===== src/rtl/otter_uart_pkg.sv =====
// Shared constants for the OTTER IOBUS UART transmitter: register offsets,
// STATUS bit layout and the serialiser state encoding.
package otter_uart_pkg;

   // Word offsets within the 16-byte register window (IOBUS_ADDR[3:2])
   localparam logic [1:0] OFS_TXDATA  = 2'd0;
   localparam logic [1:0] OFS_STATUS  = 2'd1;
   localparam logic [1:0] OFS_DIVISOR = 2'd2;
   localparam logic [1:0] OFS_CTRL    = 2'd3;

   // STATUS register layout
   localparam int ST_BUSY    = 0;
   localparam int ST_FULL    = 1;
   localparam int ST_EMPTY   = 2;
   localparam int ST_OVF     = 3;
   localparam int ST_CNT_LSB = 8;
   localparam int ST_CNT_W   = 4;

   typedef enum logic [1:0] {
      IDLE  = 2'd0,
      START = 2'd1,
      DATA  = 2'd2,
      STOP  = 2'd3
   } tx_state_e;

endpackage


===== src/rtl/otter_sync_fifo.sv =====
// Single-clock show-ahead FIFO. Pointers wrap modulo DEPTH (power of two);
// the extra count bit separates full from empty. Push when full and pop when
// empty are ignored, so callers may gate or not.
module otter_sync_fifo #(
   parameter int WIDTH = 8,
   parameter int DEPTH = 8,
   localparam int AW = $clog2(DEPTH),
   localparam int CW = AW + 1
) (
   input  logic             clk,
   input  logic             rst_n,
   input  logic             push,
   input  logic             pop,
   input  logic [WIDTH-1:0] din,
   output logic [WIDTH-1:0] dout,
   output logic             full,
   output logic             empty,
   output logic [CW-1:0]    count
);

   logic [WIDTH-1:0] mem [DEPTH];
   logic [AW-1:0]    wr_ptr;
   logic [AW-1:0]    rd_ptr;
   logic             do_push;
   logic             do_pop;

   assign full    = (count == CW'(DEPTH));
   assign empty   = (count == '0);
   assign do_push = push & ~full;
   assign do_pop  = pop & ~empty;
   assign dout    = mem[rd_ptr];

   // Pointer and occupancy bookkeeping; push+pop together leaves count alone
   always_ff @(posedge clk or negedge rst_n) begin
      if (!rst_n) begin
         wr_ptr <= '0;
         rd_ptr <= '0;
         count  <= '0;
      end else begin
         if (do_push) wr_ptr <= wr_ptr + AW'(1);
         if (do_pop)  rd_ptr <= rd_ptr + AW'(1);
         case ({do_push, do_pop})
            2'b10:   count <= count + CW'(1);
            2'b01:   count <= count - CW'(1);
            default: ;
         endcase
      end
   end

   // Storage needs no reset: contents are only visible through the pointers
   always_ff @(posedge clk) begin
      if (do_push) mem[wr_ptr] <= din;
   end

endmodule


===== src/rtl/otter_iobus_uart_tx.sv =====
// IOBUS-mapped 8N1 UART transmitter: register window decode, transmit FIFO,
// bit-timed serialiser and a drain interrupt toward the MCU.
module otter_iobus_uart_tx
   import otter_uart_pkg::*;
#(
   parameter logic [31:0] BASE_ADDR   = 32'h1100_0100,
   parameter int          FIFO_DEPTH  = 8,
   parameter logic [15:0] DEFAULT_DIV = 16'd867
) (
   input  logic        CLK,
   input  logic        RST_N,
   input  logic [31:0] IOBUS_ADDR,
   input  logic [31:0] IOBUS_OUT,
   input  logic        IOBUS_WR,
   output logic [31:0] IOBUS_IN,
   output logic        TX,
   output logic        IRQ
);

   localparam int CW = $clog2(FIFO_DEPTH) + 1;

   logic          sel;
   logic [1:0]    ofs;
   logic          wr_txdata, wr_status, wr_div, wr_ctrl;
   logic [15:0]   divisor_q;
   logic          irq_en_q;
   logic          ovf_q;
   logic          fifo_push, fifo_pop;
   logic [7:0]    fifo_dout;
   logic          fifo_full, fifo_empty;
   logic [CW-1:0] fifo_count;
   logic [ST_CNT_W-1:0] cnt_field;
   tx_state_e     state_q, state_d;
   logic [15:0]   bit_cnt_q;
   logic [15:0]   div_lat_q;
   logic [2:0]    bit_idx_q;
   logic [7:0]    shift_q;
   logic          bit_end;
   logic          busy;
   logic [31:0]   status_w;
   logic [31:0]   rd_data;
   logic          unused_ok;

   assign unused_ok = ^{IOBUS_ADDR[1:0], IOBUS_OUT[31:16]};

   assign sel       = (IOBUS_ADDR[31:4] == BASE_ADDR[31:4]);
   assign ofs       = IOBUS_ADDR[3:2];
   assign wr_txdata = IOBUS_WR & sel & (ofs == OFS_TXDATA);
   assign wr_status = IOBUS_WR & sel & (ofs == OFS_STATUS);
   assign wr_div    = IOBUS_WR & sel & (ofs == OFS_DIVISOR);
   assign wr_ctrl   = IOBUS_WR & sel & (ofs == OFS_CTRL);

   // Full is the registered flag, so a write in the same cycle as a pop of a
   // full FIFO is still dropped.
   assign fifo_push = wr_txdata & ~fifo_full;

   otter_sync_fifo #(.WIDTH(8), .DEPTH(FIFO_DEPTH)) u_fifo (
      .clk   (CLK),
      .rst_n (RST_N),
      .push  (fifo_push),
      .pop   (fifo_pop),
      .din   (IOBUS_OUT[7:0]),
      .dout  (fifo_dout),
      .full  (fifo_full),
      .empty (fifo_empty),
      .count (fifo_count)
   );

   // STATUS count field saturates if the FIFO count is wider than the field
   if (CW > ST_CNT_W) begin : g_cnt_sat
      assign cnt_field = (fifo_count > CW'(15)) ? 4'hF : fifo_count[ST_CNT_W-1:0];
   end else begin : g_cnt_ext
      assign cnt_field = ST_CNT_W'(fifo_count);
   end

   // Configuration registers and sticky overflow
   always_ff @(posedge CLK or negedge RST_N) begin
      if (!RST_N) begin
         divisor_q <= DEFAULT_DIV;
         irq_en_q  <= 1'b0;
         ovf_q     <= 1'b0;
      end else begin
         if (wr_div)  divisor_q <= IOBUS_OUT[15:0];
         if (wr_ctrl) irq_en_q  <= IOBUS_OUT[0];
         if (wr_txdata && fifo_full)             ovf_q <= 1'b1;
         else if (wr_status && IOBUS_OUT[ST_OVF]) ovf_q <= 1'b0;
      end
   end

   assign busy    = (state_q != IDLE);
   assign bit_end = (bit_cnt_q == 16'd0);
   assign IRQ     = irq_en_q & fifo_empty & ~busy;

   // STATUS word assembled from registered state only
   always_comb begin
      status_w = '0;
      status_w[ST_BUSY]  = busy;
      status_w[ST_FULL]  = fifo_full;
      status_w[ST_EMPTY] = fifo_empty;
      status_w[ST_OVF]   = ovf_q;
      status_w[ST_CNT_LSB +: ST_CNT_W] = cnt_field;
   end

   // Read mux; unselected addresses and TXDATA read as zero
   always_comb begin
      rd_data = '0;
      if (sel) begin
         case (ofs)
            OFS_STATUS:  rd_data = status_w;
            OFS_DIVISOR: rd_data = {16'h0, divisor_q};
            OFS_CTRL:    rd_data = {31'h0, irq_en_q};
            default:     rd_data = '0;
         endcase
      end
   end

   // One-cycle registered read path
   always_ff @(posedge CLK or negedge RST_N) begin
      if (!RST_N) IOBUS_IN <= '0;
      else        IOBUS_IN <= rd_data;
   end

   // Serialiser state register
   always_ff @(posedge CLK or negedge RST_N) begin
      if (!RST_N) state_q <= IDLE;
      else        state_q <= state_d;
   end

   // Next state and FIFO pop; STOP chains straight into START when data waits
   always_comb begin
      state_d  = state_q;
      fifo_pop = 1'b0;
      case (state_q)
         IDLE: begin
            if (!fifo_empty) begin
               fifo_pop = 1'b1;
               state_d  = START;
            end
         end
         START: if (bit_end) state_d = DATA;
         DATA:  if (bit_end && bit_idx_q == 3'd7) state_d = STOP;
         STOP: begin
            if (bit_end) begin
               if (!fifo_empty) begin
                  fifo_pop = 1'b1;
                  state_d  = START;
               end else begin
                  state_d = IDLE;
               end
            end
         end
         default: state_d = IDLE;
      endcase
   end

   // Bit timing and shift register; divisor is latched per frame at pop
   always_ff @(posedge CLK or negedge RST_N) begin
      if (!RST_N) begin
         bit_cnt_q <= '0;
         div_lat_q <= '0;
         bit_idx_q <= '0;
         shift_q   <= '0;
      end else if (fifo_pop) begin
         shift_q   <= fifo_dout;
         div_lat_q <= divisor_q;
         bit_cnt_q <= divisor_q;
         bit_idx_q <= '0;
      end else if (busy) begin
         if (bit_end) begin
            bit_cnt_q <= div_lat_q;
            if (state_q == DATA) begin
               shift_q   <= {1'b0, shift_q[7:1]};
               bit_idx_q <= bit_idx_q + 3'd1;
            end
         end else begin
            bit_cnt_q <= bit_cnt_q - 16'd1;
         end
      end
   end

   // Line level follows state; reset returns to IDLE so TX rises at once
   always_comb begin
      case (state_q)
         START:   TX = 1'b0;
         DATA:    TX = shift_q[0];
         default: TX = 1'b1;
      endcase
   end

endmodule


===== config.mk =====
export PLATFORM = sky130hd
export DESIGN_NAME = otter_iobus_uart_tx
export DESIGN_NICKNAME = d
export VERILOG_FILES = /design/src/rtl/otter_uart_pkg.sv /design/src/rtl/otter_sync_fifo.sv /design/src/rtl/otter_iobus_uart_tx.sv
export SDC_FILE = /design/constraint.sdc
export NUM_CORES = 1
export LEC_CHECK = 0
export CAP_MARGIN = 30
export CORE_ASPECT_RATIO = 1.25
export CORE_MARGIN = 3
export CORE_UTILIZATION = 55
export CTS_CLUSTER_SIZE = 25
export DETAILED_ROUTE_END_ITERATION = 10
export PLACE_DENSITY_LB_ADDON = 0.08
export SYNTH_ARGS = -nofsm -noshare
export SYNTH_HDL_FRONTEND = slang
export SYNTH_SLANG_ARGS = --single-unit

===== constraint.sdc =====
create_clock -name CLK -period 3.75 [get_ports CLK]
set_input_delay 0.75 -clock CLK [delete_from_list [all_inputs] [get_ports CLK]]
set_output_delay 0.75 -clock CLK [all_outputs]
set_load 0.005 [all_outputs]

### Word-level counts from Yosys, hierarchy flattened

Memory sizes are Yosys's and may differ from the RTL's.
Index checks and enable logic that the tools add are counted.

| operators by class | value |
|---|---|
| add/sub/neg operators | 6 |
| equality and inequality tests | 15 |
| reduce and logical (&&, ||, !) cells | 15 |
| bitwise logic cells | 13 |
| mux-type cells | 28 |

Operators by type and width:

| operator | number |
|---|---|
| 2-to-1 mux 16 bit | 4 |
| case mux 16 bit (3 select lines) | 1 |
| 2-to-1 mux 8 bit | 4 |
| equality test 28 x 25 -> 1 bit (second input constant) | 1 |
| logical NOT 16 bit | 1 |
| subtractor 16 x 1 -> 16 bit (second input constant) | 1 |
| 2-to-1 mux 3 bit | 4 |
| nonzero test 2 bit | 6 |
| AND 1 bit | 10 |
| equality test 2 bit (second input constant) | 5 |
| adder 3 x 1 -> 3 bit (second input constant) | 3 |
| 2-to-1 mux 2 bit | 4 |
| != test 2 bit (second input constant) | 4 |
| case mux 2 bit (4 select lines) | 1 |
| case mux 4 bit (2 select lines) | 1 |
| 2-to-1 mux 1 bit | 7 |
| equality test 2 x 1 -> 1 bit (second input constant) | 3 |
| adder 4 x 1 -> 4 bit (second input constant) | 1 |
| equality test 4 bit (second input constant) | 1 |
| logical NOT 2 bit | 2 |
| logical NOT 4 bit | 1 |
| case mux 1 bit (2 select lines) | 2 |
| AND reduction 4 bit | 1 |
| subtractor 4 x 1 -> 4 bit (second input constant) | 1 |
| other kinds (4) | 8 |

| storage, ports and cells | value |
|---|---|
| memories kept | 1 |
| register bits after elaboration | 105 |
| bits in writable memories | 64 |

Memories:

| memory | words | bits a word | rd ports | clocked after Yosys merged registers in | write ports | RTL line | source |
|---|---|---|---|---|---|---|---|
| u_fifo.mem | 8 | 8 | 1 | 0 | 1 | otter_sync_fifo.sv:21 | `logic [WIDTH-1:0] mem [DEPTH];` |

### Logic depth before layout (Yosys ltp)

Gate-level depths: netlist of the first run.

| logic depth | value |
|---|---|
| depth in word-level cells | 7 |
| gate-level depth with buffers | 15 |
| depth with buffers taken out | 13 |

### Hierarchy

Synthesis of the first run repeated with hierarchy kept, for this count alone.

| second synthesis, totals | value |
|---|---|
| cells, all modules | 551 |
| area, all modules | 7193.1 um2 |

By module, submodules not included:

| module | cells an instance | area an instance (um2) | times used |
|---|---|---|---|
| otter_iobus_uart_tx | 391 | 4058.9 | 1 |
| otter_sync_fifo | 160 | 3134.3 | 1 |

### Worst setup path after synthesis of the first run

No wires, ideal clock.

| timing path | value |
|---|---|
| path type | input to register |
| start | input port IOBUS_ADDR[14] |
| end | register u_fifo.count[2] |
| arrival time | 2.710 ns |
| setup slack | 0.915 ns |
| library setup time | 0.125 ns |
| stages | 12 |
| path through | nor4b_1 > nand4_1 > nor2_2 > and3_1 > inv_1 > ha_1 > xor2_1 > ha_1 > a21oi_1 > xor2_1 > nor2_1 > xor2_1 |

| on the way | value |
|---|---|
| longest elaborated chain between the ends | 7 |

Ends and longest elaborated chain:

| element | RTL line | source |
|---|---|---|
| start: declaration | otter_iobus_uart_tx.sv:12 | `input logic [31:0] IOBUS_ADDR,` |
| equality test 28 x 25 -> 1 bit * | otter_iobus_uart_tx.sv:46 | `assign sel = (IOBUS_ADDR[31:4] == BASE_ADDR[31:4]);` |
| AND 1 bit * (2 in a row) | otter_iobus_uart_tx.sv:48 | `assign wr_txdata = IOBUS_WR & sel & (ofs == OFS_TXDATA);` |
| AND 1 bit * | otter_iobus_uart_tx.sv:55 | `assign fifo_push = wr_txdata & ~fifo_full;` |
| AND 1 bit * | otter_sync_fifo.sv:29 | `assign do_push = push & ~full;` |
| equality test 2 x 1 -> 1 bit or equality test 2 bit (tied branches) | otter_sync_fifo.sv:42 | `case ({do_push, do_pop})` |
| case mux 4 bit (2 select lines) or nonzero test 2 bit (tied branches) | - |  |
| end signal: assignment | otter_sync_fifo.sv:43 | `2'b10: count <= count + CW'(1);` |
| end signal: assignment | otter_sync_fifo.sv:44 | `2'b01: count <= count - CW'(1);` |
| end: declaration | otter_sync_fifo.sv:18 | `output logic [CW-1:0] count` |

Every way passes the cells marked *; elsewhere a longest branch is shown, timed or not.
A chain may end at the register's enable or synchronous reset.

### Worst setup path after layout of the first run

| timing path | value |
|---|---|
| start | register state_q[0] |
| end | register u_fifo.count[2] |

| on the way | value |
|---|---|
| longest elaborated chain between the ends | 5 |

Ends and longest elaborated chain:

| element | RTL line | source |
|---|---|---|
| start: declaration | otter_iobus_uart_tx.sv:33 | `tx_state_e state_q, state_d;` |
| start signal: assignment | otter_iobus_uart_tx.sv:126 | `else state_q <= state_d;` |
| equality test 2 bit or logical NOT 2 bit (tied branches) | otter_iobus_uart_tx.sv:133 | `case (state_q)` |
| case mux 1 bit (2 select lines) * | otter_iobus_uart_tx.sv:133 |  |
| AND 1 bit * | otter_sync_fifo.sv:30 | `assign do_pop = pop & ~empty;` |
| equality test 2 x 1 -> 1 bit or equality test 2 bit (tied branches) | otter_sync_fifo.sv:42 |  |
| case mux 4 bit (2 select lines) or nonzero test 2 bit (tied branches) | - |  |

Marks and branches as above.

==> results of run 1 <==
-- cell type report --
class                           count  area [sq um]  area share
Clock buffer                       17           425      0.0500
Clock inverter                     15           179      0.0210
Inverter                           11          43.8     0.00514
Multi-Input combinational cell    368          2690       0.316
Sequential cell                   153          4160       0.488
Tap cell                          164           205      0.0241
Timing Repair Buffer               84           813      0.0955
-- worst register-to-register path, cell delays in order, from the launching register on --
cell and delay (ns):
dfrtp_1 0.40, inv_1 0.16, ha_1 0.29, nor2_1 0.55
o2bb2a_4 0.22, inv_4 0.26, ha_1 0.34, xor2_1 0.10
ha_1 0.19, a21oi_1 0.16, xor2_1 0.17, nor2_1 0.06
xor2_1 0.14
-- cells in the mapped netlist (13+ instances only) --
cell type and count:
mux2i_1 13, nor2_1 37, mux4_2 16, a22oi_1 14
mux2_2 20, edfxtp_1 64, dfrtp_1 83, buf_4 18
and3_1 13, ha_1 14, nand2_1 65, nor2b_1 15
a21oi_1 16
-- state kept, by name (all words and copies together), names as in the netlist --
name	flops
u_fifo.mem	64
IOBUS_IN	16
bit_cnt_q	16
div_lat_q	16
divisor_q	16
shift_q	8
u_fifo.count	4
bit_idx_q	3
u_fifo.rd_ptr	3
u_fifo.wr_ptr	3
state_q	2
irq_en_q	1
ovf_q	1
-- logic make-up after synthesis --
group | Yosys count
AO/OA/AOI/OAI | 87
XOR/XNOR | 14
adder cells (fa/ha/maj) | 14
buffers and inverters | 55
flip-flops | 153
multiplexers | 53
other | 1
AND/OR/NAND/NOR | 184
-- how the worst max path moves through the flow --
stage / to / slack [ns] / cells past startpoint
after floorplan: u_fifo.count[2] / 0.92 / 12
after global placement: u_fifo.count[2] / 0.41 / 13
after detailed placement: u_fifo.count[2] / 0.31 / 13
after CTS: u_fifo.count[2] / 0.58 / 12
after global routing: u_fifo.count[2] / 0.42 / 12
final: u_fifo.count[2] / 0.58 / 12
-- per-layer routing --
metal | up-vias | wire length, um | GRT usage
met5 | - | 0 | 0
met3 | 15 | 757 | 0.0551
met1 | 2309 | 6180 | 0.290
met4 | 0 | 157 | 0.0688
li1 | 2191 | - | -
met2 | 129 | 7560 | 0.366
-- where the power goes --
| part | total, mW | leakage (nW) | internal [mW] | switching [mW] |
|---|---|---|---|---|
| registers | 1.76 | 1.80 | 1.75 | 0.00486 |
| clock network | 1.72 | 0.291 | 1.01 | 0.710 |
| logic | 0.165 | 1.53 | 0.0764 | 0.0881 |
| total | 3.64 | 3.62 | 2.83 | 0.803 |
-- per-stage QoR --
stage                     setup slack [ns]  cell area [sq um]
after floorplan                      0.915               7160
after global placement               0.406               7880
after detailed placement             0.307               7910
after CTS                            0.577               8510
after global routing                 0.418               8510
final                                0.579               8510
==> results by group, run 1 <==
STA
  • Final setup violation count: 0
  • Fmax: 0.315 GHz
  • Fin. Hold Viols: 0
  • Final slew viol count: 0
  • Tmin final: 3.17 ns
  • Normalized max-slew margin: 0.370
  • Final worst path period share: 0.845
  • Final setup TNS: 0 ns
  • Clock skew: a little under 0.006 ns
  • Worst-Margin Slew: 0.946 ns
  • Worst hold slack: about 0.26 ns
  • RSZ-0062 raised after global routing: false

Worst setup path
  • Worst Setup SP: state_q[0]
  • Critical Path Start Type: flip-flop
  • R2r startpoint: state_q[0]
  • Cell Chain, Critical Path: inv_1, ha_1, nor2_1, o2bb2a_4, inv_4, ha_1, xor2_1, ha_1, a21oi_1, xor2_1, nor2_1, xor2_1
  • Kind of cell adding the most delay to the critical path: adder cells
  • Critical path arrival: 3.47 ns
  • CP peak stage delay: approximately 0.55 ns
  • Worst Path Required: 4.05 ns
  • Reg2Reg Depth: 12
  • Reg2reg end: u_fifo.count[2]
  • Worst path bufs/invs: 2
  • Critical path fanouts, max: 28
  • Slowest cell on crit path: nor2_1
  • FF-to-FF setup slack: 0.58 ns
  • CP Class: flip-flop to flip-flop
  • Crit path capture type: flip-flop

Global route
  • Largest net degree at the start of global routing: 61
  • Gr ovfl total: 0
  • First-pass GRT wire length: 24300 um
  • Vias in the first global route: ~4700
  • Antenna violations before repair: 0
  • GRT Util Overall: 0.222

Yosys
  • Post-synth EDFFs: between 60 and 70
  • Simple-gate share of the synthesized area: 0.135
  • Combinational family with the most area after synthesis: simple AND/OR/NAND/NOR gates
  • Cell area after synthesis: 7100 sq um
  • Register area share after synthesis: 0.585
  • Synth Area in Compound Gates: 0.0861
  • Asr flop ratio synth: 0.582
  • Ys flop type: dfrtp_1
  • Leading area contributor after synthesis: dfrtp_1
  • Post-Synth XOR/XNOR Area: 0.0173
  • Yosys reg bits: about 150
  • Cells after Synth: 561
  • Synth Warn #: 0
  • Mean Syn Cell Area: 12.7 sq um
  • Share of the synthesized area in the top cell type: 0.292
  • Mux share of post-synthesis cell area: 0.107
  • Post-synth cell types: 67
  • Adder-Cell Fraction of Synth Area: 0.0247
  • Top cells by area, synth: dfrtp_1 29%, edfxtp_1 27%, mux4_2 5.1%, nand2_1 3.4%, mux2_2 3.2%

CTS
  • Worst-path clk slew: 0.06 ns
  • CTS sink cnt: 153
  • Skew-Pair Late Insertion Delay: 0.42 ns
  • CTS root buffer: clkbuf_16
  • CTS Hold Buffers Added: 0
  • Clock tree buffer depth: 2
  • CTS buffer count: 17
  • # Post-CTS Setup Buffers: 0
  • Post-CTS Resized: 0
  • Number of H-tree levels: 4
  • CTS tree: done

Floorplan
  • Die area: roughly 14000 sq um
  • Row count: between 40 and 50
  • Die width: around 110 um
  • Die H: 133 um
  • I/O pin cnt: 101
  • Core Area: between 10000 and 15000 sq um
  • Initial Util: 0.574

Final layout
  • Post-route core utilization: 0.687
  • Share of cells above drive strength 1: 0.165
  • Antenna diodes: 0
  • Most frequent cells in the layout: 83 x dfrtp_1, 65 x nand2_1, 65 x clkdlybuf4s50_1, 64 x edfxtp_1, 37 x nor2_1
  • Most common cell after layout, fill and taps aside: dfrtp_1
  • Finished Layout Cells: approximately 800
  • Post-layout nets: approximately 720
  • Fill count: around 910
  • Area Overhead vs Synth: 19.8%

Place
  • Detailed placement HPWL: a little over 10000 um
  • Placed cell count: between 700 and 800
  • I/O Buffers: 66
  • Routability congestion estimate: ~0.83

Routing
  • DRT iter0 DRCs: 222
  • Routed vias/inst: approximately 5.7
  • First-pass DRT Iterations: 4
  • Wirelength per Cell: ~18 um
  • Post-DRT Antenna Nets: 0
  • Vias after detailed routing: roughly 4600
  • Number of remaining DRC errors: 0
  • Final wirelength: around 15000 um

Pwr
  • Power Total: about 3.6 mW
  • Leak: roughly 3.6 nW
  • Power per cell area: 427 nW/um^2
  • Peak supply drop: 0.362 mV

Run
  • Total of max-cap violations: 0

Worst hold path
  • Worst hold path class: primary input to asynchronous set/reset pin

Run status
  • Outcome: completed
No activity file was read; power rests on OpenSTA's default activity.
==> run 2: changes to the inputs <==
Clock period 3.75 ns to 3.1 ns, I/O delays scaled along.
==> results by group, run 2 (synthesis gave the netlist of run 1 again) <==
Run status
  • Outcome: completed (unchanged)

Worst hold path
  • Worst hold path class: primary input to asynchronous set/reset pin (unchanged)

Global route
  • Gr busiest metal: met2 (unchanged)
  • Vias in the first global route: 4802 (was 4665)
  • Antenna violations before repair: 0 (unchanged)
  • Global routing usage on met2: 0.358 (was 0.366)
  • Gr ovfl total: 0 (unchanged)
  • Met3 global-route usage: 0.0429 (was 0.0551)
  • Global-route track usage on met1: 0.291 (was 0.290)
  • GRT Util Overall: 0.218 (was 0.222)
  • First-pass GRT wire length: 24000 um (was 24300 um)
  • Largest net degree at the start of global routing: 53 (was 61)

Worst setup path
  • CP Class: flip-flop to output pin (was flip-flop to flip-flop)
  • Worst Path Required: 2.48 ns (was 4.05 ns)
  • Critical path fanouts, max: 8 (was 28)
  • Levels on crit path: 4 (was 12)
  • Slowest cell on crit path: clkdlybuf4s50_1 (was nor2_1)
  • FF-to-FF setup slack: 0.37 ns (was 0.58 ns)
  • Kind of cell adding the most delay to the critical path: buffers and inverters (was adder cells)
  • Cell Chain, Critical Path: nor4_4, buf_4, and3_1, clkdlybuf4s50_1 (was inv_1, ha_1, nor2_1, o2bb2a_4, inv_4, ha_1, xor2_1, ha_1, a21oi_1, xor2_1, nor2_1, xor2_1)
  • Worst path bufs/invs: 2 (unchanged)
  • Reg2reg end: u_fifo.count[2] (unchanged)
  • Crit path capture type: output pin (was flip-flop)
  • Critical Path Start Type: flip-flop (unchanged)
  • Worst Setup SP: u_fifo.count[2] (was state_q[0])
  • Critical path arrival: 2.23 ns (was 3.47 ns)
  • CP peak stage delay: 0.51 ns (was 0.55 ns)
  • R2r startpoint: u_fifo.count[2] (was state_q[0])
  • Worst setup endpoint: IRQ (was u_fifo.count[2])
  • Reg2Reg Depth: 11 (was 12)

Final layout
  • Antenna diodes: 0 (unchanged)
  • Max reg flops: 64 (unchanged)
  • Most common cell after layout, fill and taps aside: dfrtp_1 (unchanged)
  • Post-layout nets: 725 (was 716)
  • Area Overhead vs Synth: 20.8% (was 19.8%)
  • Largest Register: u_fifo.mem (unchanged)
  • Design Area, Final: 8580 sq um (was 8510 sq um)
  • Most frequent cells in the layout: 83 x dfrtp_1, 65 x nand2_1, 65 x clkdlybuf4s50_1, 64 x edfxtp_1, 37 x nor2_1 (unchanged)
  • Finished Layout Cells: 821 (was 812)
  • Share of cells above drive strength 1: 0.174 (was 0.165)

Routing
  • Final wirelength: 14500 um (was 14700 um)
  • First-pass DRT Iterations: 5 (was 4)
  • Vias after detailed routing: 4650 (was 4644)
  • Wirelength per Cell: 17.7 um (was 18.1 um)
  • Number of remaining DRC errors: 0 (unchanged)
  • Post-DRT Antenna Nets: 0 (unchanged)
  • Routed vias/inst: 5.66 (was 5.72)
  • DRT iter0 DRCs: 200 (was 222)

Floorplan
  • Row count: 45 (unchanged)
  • Die area: 14300 sq um (unchanged)
  • Die H: 133 um (unchanged)
  • Die width: 108 um (unchanged)
  • Core Area: 12400 sq um (unchanged)
  • Initial Util: 0.574 (unchanged)
  • I/O pin cnt: 101 (unchanged)

CTS
  • Post-CTS Resized: 0 (unchanged)
  • Worst-path clk slew: 0.06 ns (about the same)
  • CTS Hold Buffers Added: 0 (unchanged)
  • CTS sink cnt: 153 (unchanged)
  • Number of H-tree levels: 4 (unchanged)
  • Clock tree buffer depth: 2 (unchanged)
  • CTS root buffer: clkbuf_16 (unchanged)
  • CTS tree: done (unchanged)
  • CTS buffer count: 17 (unchanged)
  • # Post-CTS Setup Buffers: 0 (unchanged)
  • Skew-Pair Late Insertion Delay: 0.42 ns (about the same)

Pwr
  • Peak supply drop: 0.450 mV (was 0.362 mV)
  • Power Total: 4.44 mW (was 3.64 mW)
  • Leak: 3.66 nW (was 3.62 nW)
  • Power per cell area: 518 nW/um^2 (was 427 nW/um^2)

Place
  • Placed cell count: 789 (was 780)
  • DP Worst Slack: -0.0139 ns (was 0.307 ns)
  • I/O Buffers: 66 (unchanged)
  • Post-DP Area: 7970 sq um (was 7910 sq um)
  • Detailed placement HPWL: 10100 um (about the same)
  • Routability congestion estimate: 0.844 (was 0.829)

STA
  • RSZ-0062 raised after global routing: false (unchanged)
  • Fmax: 0.350 GHz
  • Worst-Margin Slew: 0.759 ns (was 0.946 ns)
  • Normalized max-slew margin: 0.494 (was 0.370)
  • Final slew viol count: 0 (unchanged)
  • Fin. Hold Viols: 0 (unchanged)
  • Final setup TNS: 0 ns (unchanged)
  • Clock skew: 0.00727 ns (was 0.00586 ns)
  • Final Worst Setup Slack: 0.247 ns (was 0.579 ns)
  • Final setup violation count: 0 (unchanged)
  • Final worst path period share: 0.920
  • Tmin final: approximately 2.9 ns

Run
  • Total of max-cap violations: 0 (unchanged)
-- run 2: how the worst min path moves through the flow --
stage	slack (ns)	to
floorplan	0.32	IOBUS_IN[0]
global placement	0.45	div_lat_q[8]
detailed placement	0.46	div_lat_q[8]
CTS	0.17	div_lat_q[14]
global route	0.19	div_lat_q[14]
finish	0.16	div_lat_q[13]
-- run 2: final cells by class --
| cell class | instances | area [sq um] |
|---|---|---|
| sequential | 153 | 4160 |
| fill | 923 | 3810 |
| multi-input combinational | 368 | 2690 |
| timing repair buffer | 93 | 873 |
| clock buffer | 17 | 425 |
| tap | 164 | 205 |
| clock inverter | 15 | 186 |
| inverter | 11 | 43.8 |
-- run 2: power breakdown --
group,internal [mW],total [mW],switching [mW],leakage [nW]
clock,1.28,2.12,0.834,0.296
sequential,2.12,2.13,0.00492,1.80
combinational,0.0941,0.201,0.106,1.57
total,3.50,4.44,0.945,3.66
-- run 2: layer usage --
metal  up-vias  share of wire
li1       2200              -
met1      2294           0.43
met2       136           0.50
met3        20          0.053
met4         0          0.015
met5         -              0
-- run 2: stage by stage --
| stage | utilization | hold WS, ns |
|---|---|---|
| after detailed placement | 0.643 | 0.456 |
| final | 0.693 | 0.158 |
| after global routing | 0.693 | 0.188 |
| after floorplan | - | 0.324 |
| after CTS | 0.693 | 0.170 |
| after global placement | 0.643 | 0.452 |
